===== src/rtl/mem_arb_pkg.sv =====
// Shared types and constants for the two-cache memory arbiter.
package mem_arb_pkg;

    localparam int unsigned ADDR_W     = 32;
    localparam int unsigned DATA_W     = 32;
    localparam int unsigned LINE_WORDS = 4;
    localparam int unsigned BEAT_W     = 2;
    localparam logic [ADDR_W-1:0] LINE_MASK = 32'hFFFF_FFF0;

    typedef enum logic [1:0] {
        ST_IDLE  = 2'd0,
        ST_GNT_I = 2'd1,
        ST_GNT_D = 2'd2,
        ST_DONE  = 2'd3
    } arb_state_e;

    // Word request presented to the backing memory
    typedef struct packed {
        logic              req;
        logic              we;
        logic [ADDR_W-1:0] addr;
        logic [DATA_W-1:0] wdata;
    } mem_cmd_t;

    // Align an address down to the start of its cache line
    function automatic logic [ADDR_W-1:0] line_base(input logic [ADDR_W-1:0] addr);
        return addr & LINE_MASK;
    endfunction

endpackage


===== src/rtl/mem_arb_beat_cnt.sv =====
// Beat counter and word address generator for one cache-line burst.
module mem_arb_beat_cnt
    import mem_arb_pkg::*;
(
    input  logic              clk,
    input  logic              rst_n,
    input  logic              i_clear,
    input  logic              i_ack,
    input  logic [ADDR_W-1:0] i_base,
    output logic [BEAT_W-1:0] o_beat,
    output logic [ADDR_W-1:0] o_addr,
    output logic              o_last
);

    logic [BEAT_W-1:0] r_beat;

    // Advance one beat per acknowledged word; clear wins over ack
    always_ff @(posedge clk or negedge rst_n) begin
        if (!rst_n) begin
            r_beat <= '0;
        end else if (i_clear) begin
            r_beat <= '0;
        end else if (i_ack) begin
            r_beat <= r_beat + BEAT_W'(1);
        end
    end

    assign o_beat = r_beat;
    assign o_addr = i_base + ADDR_W'({r_beat, 2'b00});
    assign o_last = (r_beat == BEAT_W'(LINE_WORDS - 1));

endmodule


===== src/rtl/mem_arbiter.sv =====
// Arbitrates Icache refills and Dcache refills/writebacks onto one memory port.
// Optional feature: define MEM_ARB_RR_EN for round-robin arbitration on ties;
// otherwise the Dcache always wins a tie.
module mem_arbiter
    import mem_arb_pkg::*;
(
    input  logic        clk,
    input  logic        rst_n,
    input  logic        icache_req_i,
    input  logic [31:0] icache_addr_i,
    output logic [31:0] icache_rdata_o,
    output logic        icache_rvalid_o,
    output logic        icache_done_o,
    input  logic        dcache_req_i,
    input  logic        dcache_we_i,
    input  logic [31:0] dcache_addr_i,
    input  logic [31:0] dcache_wdata_i,
    output logic [31:0] dcache_rdata_o,
    output logic        dcache_rvalid_o,
    output logic        dcache_done_o,
    output logic [1:0]  beat_o,
    output logic        mem_req_o,
    output logic        mem_we_o,
    output logic [31:0] mem_addr_o,
    output logic [31:0] mem_wdata_o,
    input  logic [31:0] mem_rdata_i,
    input  logic        mem_ack_i,
    output logic        busy_o
);

    arb_state_e        r_state;
    arb_state_e        w_next;
    logic              r_owner_d;
    logic              w_pick_d;
    logic              w_active;
    logic              w_ack;
    logic              w_last;
    logic              w_clear;
    logic [ADDR_W-1:0] w_base;
    logic [ADDR_W-1:0] w_cnt_addr;
    logic [BEAT_W-1:0] w_beat;
    mem_cmd_t          w_cmd;

    assign w_active = (r_state == ST_GNT_I) || (r_state == ST_GNT_D);
    assign w_ack    = w_active & mem_ack_i;
    assign w_clear  = ~w_active | (w_ack & w_last);
    assign w_base   = line_base((r_state == ST_GNT_D) ? dcache_addr_i : icache_addr_i);

`ifdef MEM_ARB_RR_EN
    logic r_ptr_d;

    // Pointer remembers the loser of the last grant; it wins the next tie
    always_ff @(posedge clk or negedge rst_n) begin
        if (!rst_n) begin
            r_ptr_d <= 1'b0;
        end else if (r_state == ST_DONE) begin
            r_ptr_d <= ~r_owner_d;
        end
    end

    // Dcache wins alone, or on a tie when the pointer names it
    always_comb begin
        w_pick_d = dcache_req_i & (~icache_req_i | r_ptr_d);
    end
`else
    // Fixed priority: Dcache wins any tie
    always_comb begin
        w_pick_d = dcache_req_i;
    end
`endif

    // Beat counter and line address generation
    mem_arb_beat_cnt u_beat_cnt (
        .clk     (clk),
        .rst_n   (rst_n),
        .i_clear (w_clear),
        .i_ack   (w_ack),
        .i_base  (w_base),
        .o_beat  (w_beat),
        .o_addr  (w_cnt_addr),
        .o_last  (w_last)
    );

    // State register
    always_ff @(posedge clk or negedge rst_n) begin
        if (!rst_n) begin
            r_state <= ST_IDLE;
        end else begin
            r_state <= w_next;
        end
    end

    // Remember who was granted so DONE can route the done pulse
    always_ff @(posedge clk or negedge rst_n) begin
        if (!rst_n) begin
            r_owner_d <= 1'b0;
        end else if ((r_state == ST_IDLE) && (w_next != ST_IDLE)) begin
            r_owner_d <= (w_next == ST_GNT_D);
        end
    end

    // Next-state: grant only from IDLE, leave a grant on the last beat's ack
    always_comb begin
        w_next = r_state;
        case (r_state)
            ST_IDLE: begin
                if (w_pick_d) begin
                    w_next = ST_GNT_D;
                end else if (icache_req_i) begin
                    w_next = ST_GNT_I;
                end
            end
            ST_GNT_I, ST_GNT_D: begin
                if (w_ack && w_last) begin
                    w_next = ST_DONE;
                end
            end
            ST_DONE: w_next = ST_IDLE;
            default: w_next = ST_IDLE;
        endcase
    end

    // Output decode: memory command, per-requester read data and done
    always_comb begin
        w_cmd           = '0;
        icache_rdata_o  = '0;
        icache_rvalid_o = 1'b0;
        icache_done_o   = 1'b0;
        dcache_rdata_o  = '0;
        dcache_rvalid_o = 1'b0;
        dcache_done_o   = 1'b0;
        busy_o          = (r_state != ST_IDLE);
        beat_o          = w_beat;
        if (w_active) begin
            w_cmd.req  = 1'b1;
            w_cmd.addr = w_cnt_addr;
        end
        if ((r_state == ST_GNT_D) && dcache_we_i) begin
            w_cmd.we    = 1'b1;
            w_cmd.wdata = dcache_wdata_i;
        end
        if ((r_state == ST_GNT_I) && mem_ack_i) begin
            icache_rvalid_o = 1'b1;
            icache_rdata_o  = mem_rdata_i;
        end
        if ((r_state == ST_GNT_D) && !dcache_we_i && mem_ack_i) begin
            dcache_rvalid_o = 1'b1;
            dcache_rdata_o  = mem_rdata_i;
        end
        if (r_state == ST_DONE) begin
            icache_done_o = ~r_owner_d;
            dcache_done_o = r_owner_d;
        end
    end

    assign mem_req_o   = w_cmd.req;
    assign mem_we_o    = w_cmd.we;
    assign mem_addr_o  = w_cmd.addr;
    assign mem_wdata_o = w_cmd.wdata;

endmodule


===== config.mk =====
export PLATFORM = sky130hd
export DESIGN_NAME = mem_arbiter
export DESIGN_NICKNAME = d
export VERILOG_FILES = /design/src/rtl/mem_arb_pkg.sv /design/src/rtl/mem_arb_beat_cnt.sv /design/src/rtl/mem_arbiter.sv
export SDC_FILE = /design/constraint.sdc
export NUM_CORES = 1
export LEC_CHECK = 0
export ABC_AREA = 1
export CAP_MARGIN = 10
export CELL_PAD_IN_SITES_DETAIL_PLACEMENT = 1
export CELL_PAD_IN_SITES_GLOBAL_PLACEMENT = 1
export CORE_UTILIZATION = 11
export CTS_CLUSTER_DIAMETER = 30
export CTS_CLUSTER_SIZE = 20
export DETAILED_ROUTE_END_ITERATION = 10
export PLACE_DENSITY = 0.88
export SYNTH_ARGS = -nofsm -noshare
export SYNTH_HDL_FRONTEND = slang
export SYNTH_SLANG_ARGS = --single-unit

===== constraint.sdc =====
create_clock -name clk -period 4 [get_ports clk]
set_input_delay 0.8 -clock clk [delete_from_list [all_inputs] [get_ports clk]]
set_output_delay 0.8 -clock clk [all_outputs]
set_load 0.05 [all_outputs]

; After elaboration in Yosys (flattened, before gate mapping)
; Cells that the tools add are included.
[word_totals]
ff_bits = 5
in_bits = 134
output_inout_bits = 137
wordCells = 45
[classes]
add_sub_neg = 2
eq_ne = 5
n_mux = 17
n_bitwise = 5
n_reduce_logical = 13
[op_table]
columns = op, n
row1 = $mux 32, 5
row2 = $add 32x4->32, 1
row3 = $mux 2, 5
row4 = $eq 2x2->1 const B, 4
row5 = $logic_and 1x1->1, 6
row6 = $mux 1, 6
row7 = $pmux 2 s3, 1
row8 = $reduce_bool 2->1, 3
row9 = $add 2x1->2 const B, 1
row10 = $and 1x1->1, 2
row11 = $eq 2x1->1 const B, 1
row12 = $logic_not 2->1, 1
row13 = $not 1->1, 2
row14 = $reduce_or 2->1, 1
row15 = $logic_not 1->1, 1
row16 = $logic_or 1x1->1, 1
row17 = $or 1x1->1, 1

; Logic depth before layout (Yosys ltp)
[logic_depth]
word_depth = 8
ltp_mapped = 8
depth_no_buf = 6

; By module
; From an unflattened synthesis, not the netlist that was laid out.
[hier_totals]
hier_cells = 559
hier_area_um2 = 2503.7
[by_module_without_submodules]
columns = mod, instances, cells_each, area_each_um2, seq_area_each_um2
row1 = mem_arbiter, 1, 370, 1546.5, 75.1
row2 = mem_arb_beat_cnt, 1, 189, 957.2, 50.0

; Least setup slack after synthesis
; Ideal clock, no wire load.
[synth_path]
kind = reg2out
start = register r_state[0]
end = output port mem_addr_o[11]
t_arrival_ps = 2106
t_required_ps = 3200
path_slack_ps = 1094
path_stages_with_launch = 6
n_path_buf = 1
path_cell_list = dfrtp_1 inv_1 ha_1 clkbuf_1 o21ai_0 nor2_1
[synth_between]
elab_chain_len = 4
elab_cells_between_ends = 6
cone_classes = add/sub (1) / eq/ne (2) / mux (2) / reduce/logical (1)
[synth_lines]
columns = element, line
row1 = start: declaration, mem_arbiter.sv:31  ; arb_state_e r_state;
row2 = start signal: assignment, mem_arbiter.sv:89  ; r_state <= w_next;
row3 = $eq 2x2->1, "mem_arbiter.sv:44, mem_arbiter.sv:47"
row4 = $mux 32, mem_arbiter.sv:47  ; assign w_base = line_base((r_state == ST_GNT_D) ? dcache_addr_i : icache_addr_i);
row5 = $add 32x4->32, mem_arb_beat_cnt.sv:29  ; assign o_addr = i_base + ADDR_W'({r_beat, 2'b00});
row6 = $mux 32 *, mem_arbiter.sv:134  ; if (w_active) begin
row7 = end: declaration, mem_arbiter.sv:24  ; output logic [31:0] mem_addr_o,
; Mark *: on every way between the ends. The rest lies on a longest branch, timed or not.

; Final worst setup path
[layout_path]
start = register r_state[0]
end = output port mem_addr_o[10]
; Same word-level chain as after synthesis.

==> metrics.md <==
| Metric | Value |
|---|---|
| Most common cell after layout, fill and taps aside | clkdlybuf4s50_1 |
| Number of antenna diodes | 0 |
| First-pass GRT wire length | 15.6 mm |
| Critical path type | reg2out |
| Layout area overhead | 251% |
| Final Hold Vio Count | 0 |
| Power Dens Cells | 652 mW/mm² |
| Switching portion of total power | between 60% and 70% |
| CTS max path bufs | 2 |
| Post-Synth Adder-Cell Area | 4.16% |
| Synth Instances | 319 |
| I/O Buffers | 260 |
| Core Region | 0.0133 mm² |
| Post-synth EDFFs | 0 |
| DRC | 0 |
| Synth Area in Compound Gates | 11.1% |
| P_int | 1.32 mW |
| Clock skew | approximately 1.5 ps |
| Top delay family on crit path | buffers and inverters |
| Most frequent cells in the layout | clkdlybuf4s50_1 (161), nor2_1 (145), buf_12 (98) |
| Peak supply drop | 500 µV |
| Layout fillers | 1,584 |
| CTS tree | done |
| Final net count | 708 |
| CP peak stage delay | 840 ps |
| Post-Layout Cell Count | 744 |
| Max Freq | around 0.31 GHz |
| I/O Pins | 271 |
| Post-synthesis sequential area ratio | 8.33% |
| Vias | 2,786 |
| Slowest library cell on the worst path | clkdlybuf4s50_1 |
| Drt total wl | 10.1 mm |
| Worst-path cell chain | inv_1, ha_1, inv_2, nor2_1, nor2_1, clkdlybuf4s50_1 |
| Required time of the critical path | about 3200 ps |
| Share of power burned in combinational logic | 92.3% |
| Unrepaired setup endpoints after global routing | no |
| Final setup viols | 0 |
| Vias in the first global route | 2,961 |
| Final cycle utilization of the critical path | 81.9% |
| Most used cell along the critical path | nor2_1 |
| Row count | 42 |
| Critical path arrival | 2480 ps |
| Max-cap violation count | 0 |
| Flops & latches, synth | 5 |
| Largest net degree at the start of global routing | 35 |
| Slew Limit Fails | 0 |
| Post-route cell area | between 0.005 and 0.006 mm² |
| Main combinational cell family by area after synthesis | simple AND/OR/NAND/NOR gates |
| Post-synthesis simple-gate area fraction | a little under half |
| Leakage | 2.48 nW |
| Die width | 119 µm |
| Clock sink total | 5 |
| Highest metal used | met4 |
| Routed met1 length | between 3 and 4 mm |
| Synth top area cells | nor2_1 (36%), inv_1 (20%), o21ai_0 (9.7%) |
| Worst slew margin | 64.0% |
| DR pass1 iterations | 4 |
| Area of the die | about 0.014 mm² |
| Placed cells | 740 |
| Setup Buffers After CTS | 0 |
| Number of vias per cell | 3.74 |
| Fraction of layout cells with a size suffix above 1 | between 20% and 30% |
| Hpwl dp | 8.79 mm |
| Seq. cell area | 125 µm² |
| Post-Synthesis Cell Area | 0.00150 mm² |
| Dominant cell type by area after synthesis | nor2_1 |
| Antenna-violating nets left | 0 |
| Syn Area/Cell | between 4 and 5 µm² |
| Post-Synth XOR/XNOR Area | 0% |
| Switching pwr | 2.11 mW |
| DR WL met2 | roughly 5.7 mm |
| Cts hold-fix bufs | 0 |
| Routed len/inst | 13.5 µm |
| DR iter-0 viols | slightly above 70 |
| GRT Residual Overflow | 0 |
| Status | finished clean |
| Starting density of the core | between 10% and 20% |
| Clock share of power | slightly below 5% |
| Period minus WS final | roughly 3300 ps |
| Mux share of post-synthesis cell area | 0% |
| Worst-path clk slew | 30 ps |
| Worst-path fanout max | 29 |
| Total Power | 3.44 mW |
| CTS H-tree lvls | 1 |
| TNS Setup | 0 ps |
| Worst r2r path cells | 6 |
| Placed cell area | 0.00519 mm² |
| Final core utilization | 39.7% |
| Hold path depth | 2 |
| Met3 Routed Length | 667 µm |
| Main synth FF type | dfrtp_1 |
| TritonCTS buffer count | 3 |
| Initial antenna violation count | 0 |
| Setup crit start kind | register |
| GRT Total Usage | 13.9% |
| Synthesis Warnings | 0 |
| Worst min-delay path class | reg2reg |
| Post-CTS Resized | 0 |
| WP buf/inv | 3 |
| Root Buffer | clkbuf_16 |
| Sequential Power Share | 2.8% |
| Stages on the worst setup path | 6 |
| RD Place Congestion | 0.747 |
| Chip Height | 119 µm |
| Clock Latency Late Sink | 230 ps |
| Yosys cell types | 19 |
| Crit. End Element | primary output |
| Ys async rst share | 100% |
| Worst Max-Slew Pin Slew | 539 ps |
| Post-synth top area share | a little over a third |
| Multi-input gate area | about 940 µm² |
## Yosys cell counts (2+ instances only)
master,instances
nor2_1,145
inv_1,79
o21ai_0,29
nand2_1,16
nor2_2,11
buf_6,7
buf_2,6
dfrtp_1,5
ha_1,5
clkbuf_1,4
a21oi_1,3
buf_4,2
## cells by family after synthesis
| kind of cell | Yosys count |
|---|---|
| fa+ha+maj | 5 |
| buf+inv | 100 |
| simple gates | 175 |
| compound gates | 33 |
| other cells | 1 |
| flops | 5 |
## stage by stage
stage / setup WS [ps] / hold slack [ps]
after floorplan: 1090 / 504
after global placement: 891 / 533
after detailed placement: 889 / 534
after CTS: 675 / 559
after global routing: 567 / 581
final: 724 / 548
## final cells by class
class                           instances  area share (%)
Inverter                               80            5.70
Clock buffer                            4            1.50
Multi-Input combinational cell        215            17.8
Sequential cell                         5            2.37
Tap cell                              176            4.18
Timing Repair Buffer                  264            68.5
## worst reg2reg max path: cells and delay by family (launching register included)
kind	cells	cell delay [ps]
AND/OR/NAND/NOR	1	170
buffers and inverters	2	390
adder cells (fa/ha/maj)	1	280
flip-flops	1	400
AO/OA/AOI/OAI	2	220
## power by group through the flow
stage | Combinational, mW | Clock (mW) | Sequential [mW]
after floorplan | 1.91 | 0 | 0.117
after CTS | 3.22 | 0.170 | 0.0983
final | 3.17 | 0.169 | 0.0969
after global placement | 3.16 | 0 | 0.0957
after global routing | 3.33 | 0.175 | 0.101
after detailed placement | 3.20 | 0 | 0.0974
## layer usage
metal	GRT usage [%]	vias up
met2	28.9	130
met4	2.37	0
met1	14.0	1259
met5	0	-
met3	2.73	8
li1	-	1389
## state kept, by name, indices dropped and copies added, names as in the netlist
register           cells
r_owner_d              1
u_beat_cnt.o_beat      2
r_state                2
## path summary, 6_finish.rpt
| kind | start | end | slack, ps |
|---|---|---|---|
| max in group asynchronous | rst_n | r_owner_d$_DFFE_PN0P_ | 3000 |
| setup / recovery | r_state[0]$_DFF_PN0_ | mem_addr_o[10] | 720 |
| hold / removal | r_owner_d$_DFFE_PN0P_ | r_owner_d$_DFFE_PN0P_ | 550 |
| hold reg to reg | r_owner_d$_DFFE_PN0P_ | r_owner_d$_DFFE_PN0P_ | 550 |
| min in group asynchronous | rst_n | r_state[0]$_DFF_PN0_ | 800 |
| setup reg to reg | r_state[0]$_DFF_PN0_ | u_beat_cnt.o_beat[1]$_DFFE_PN0P_ | 2430 |
(Power assumes the default switching activity.)
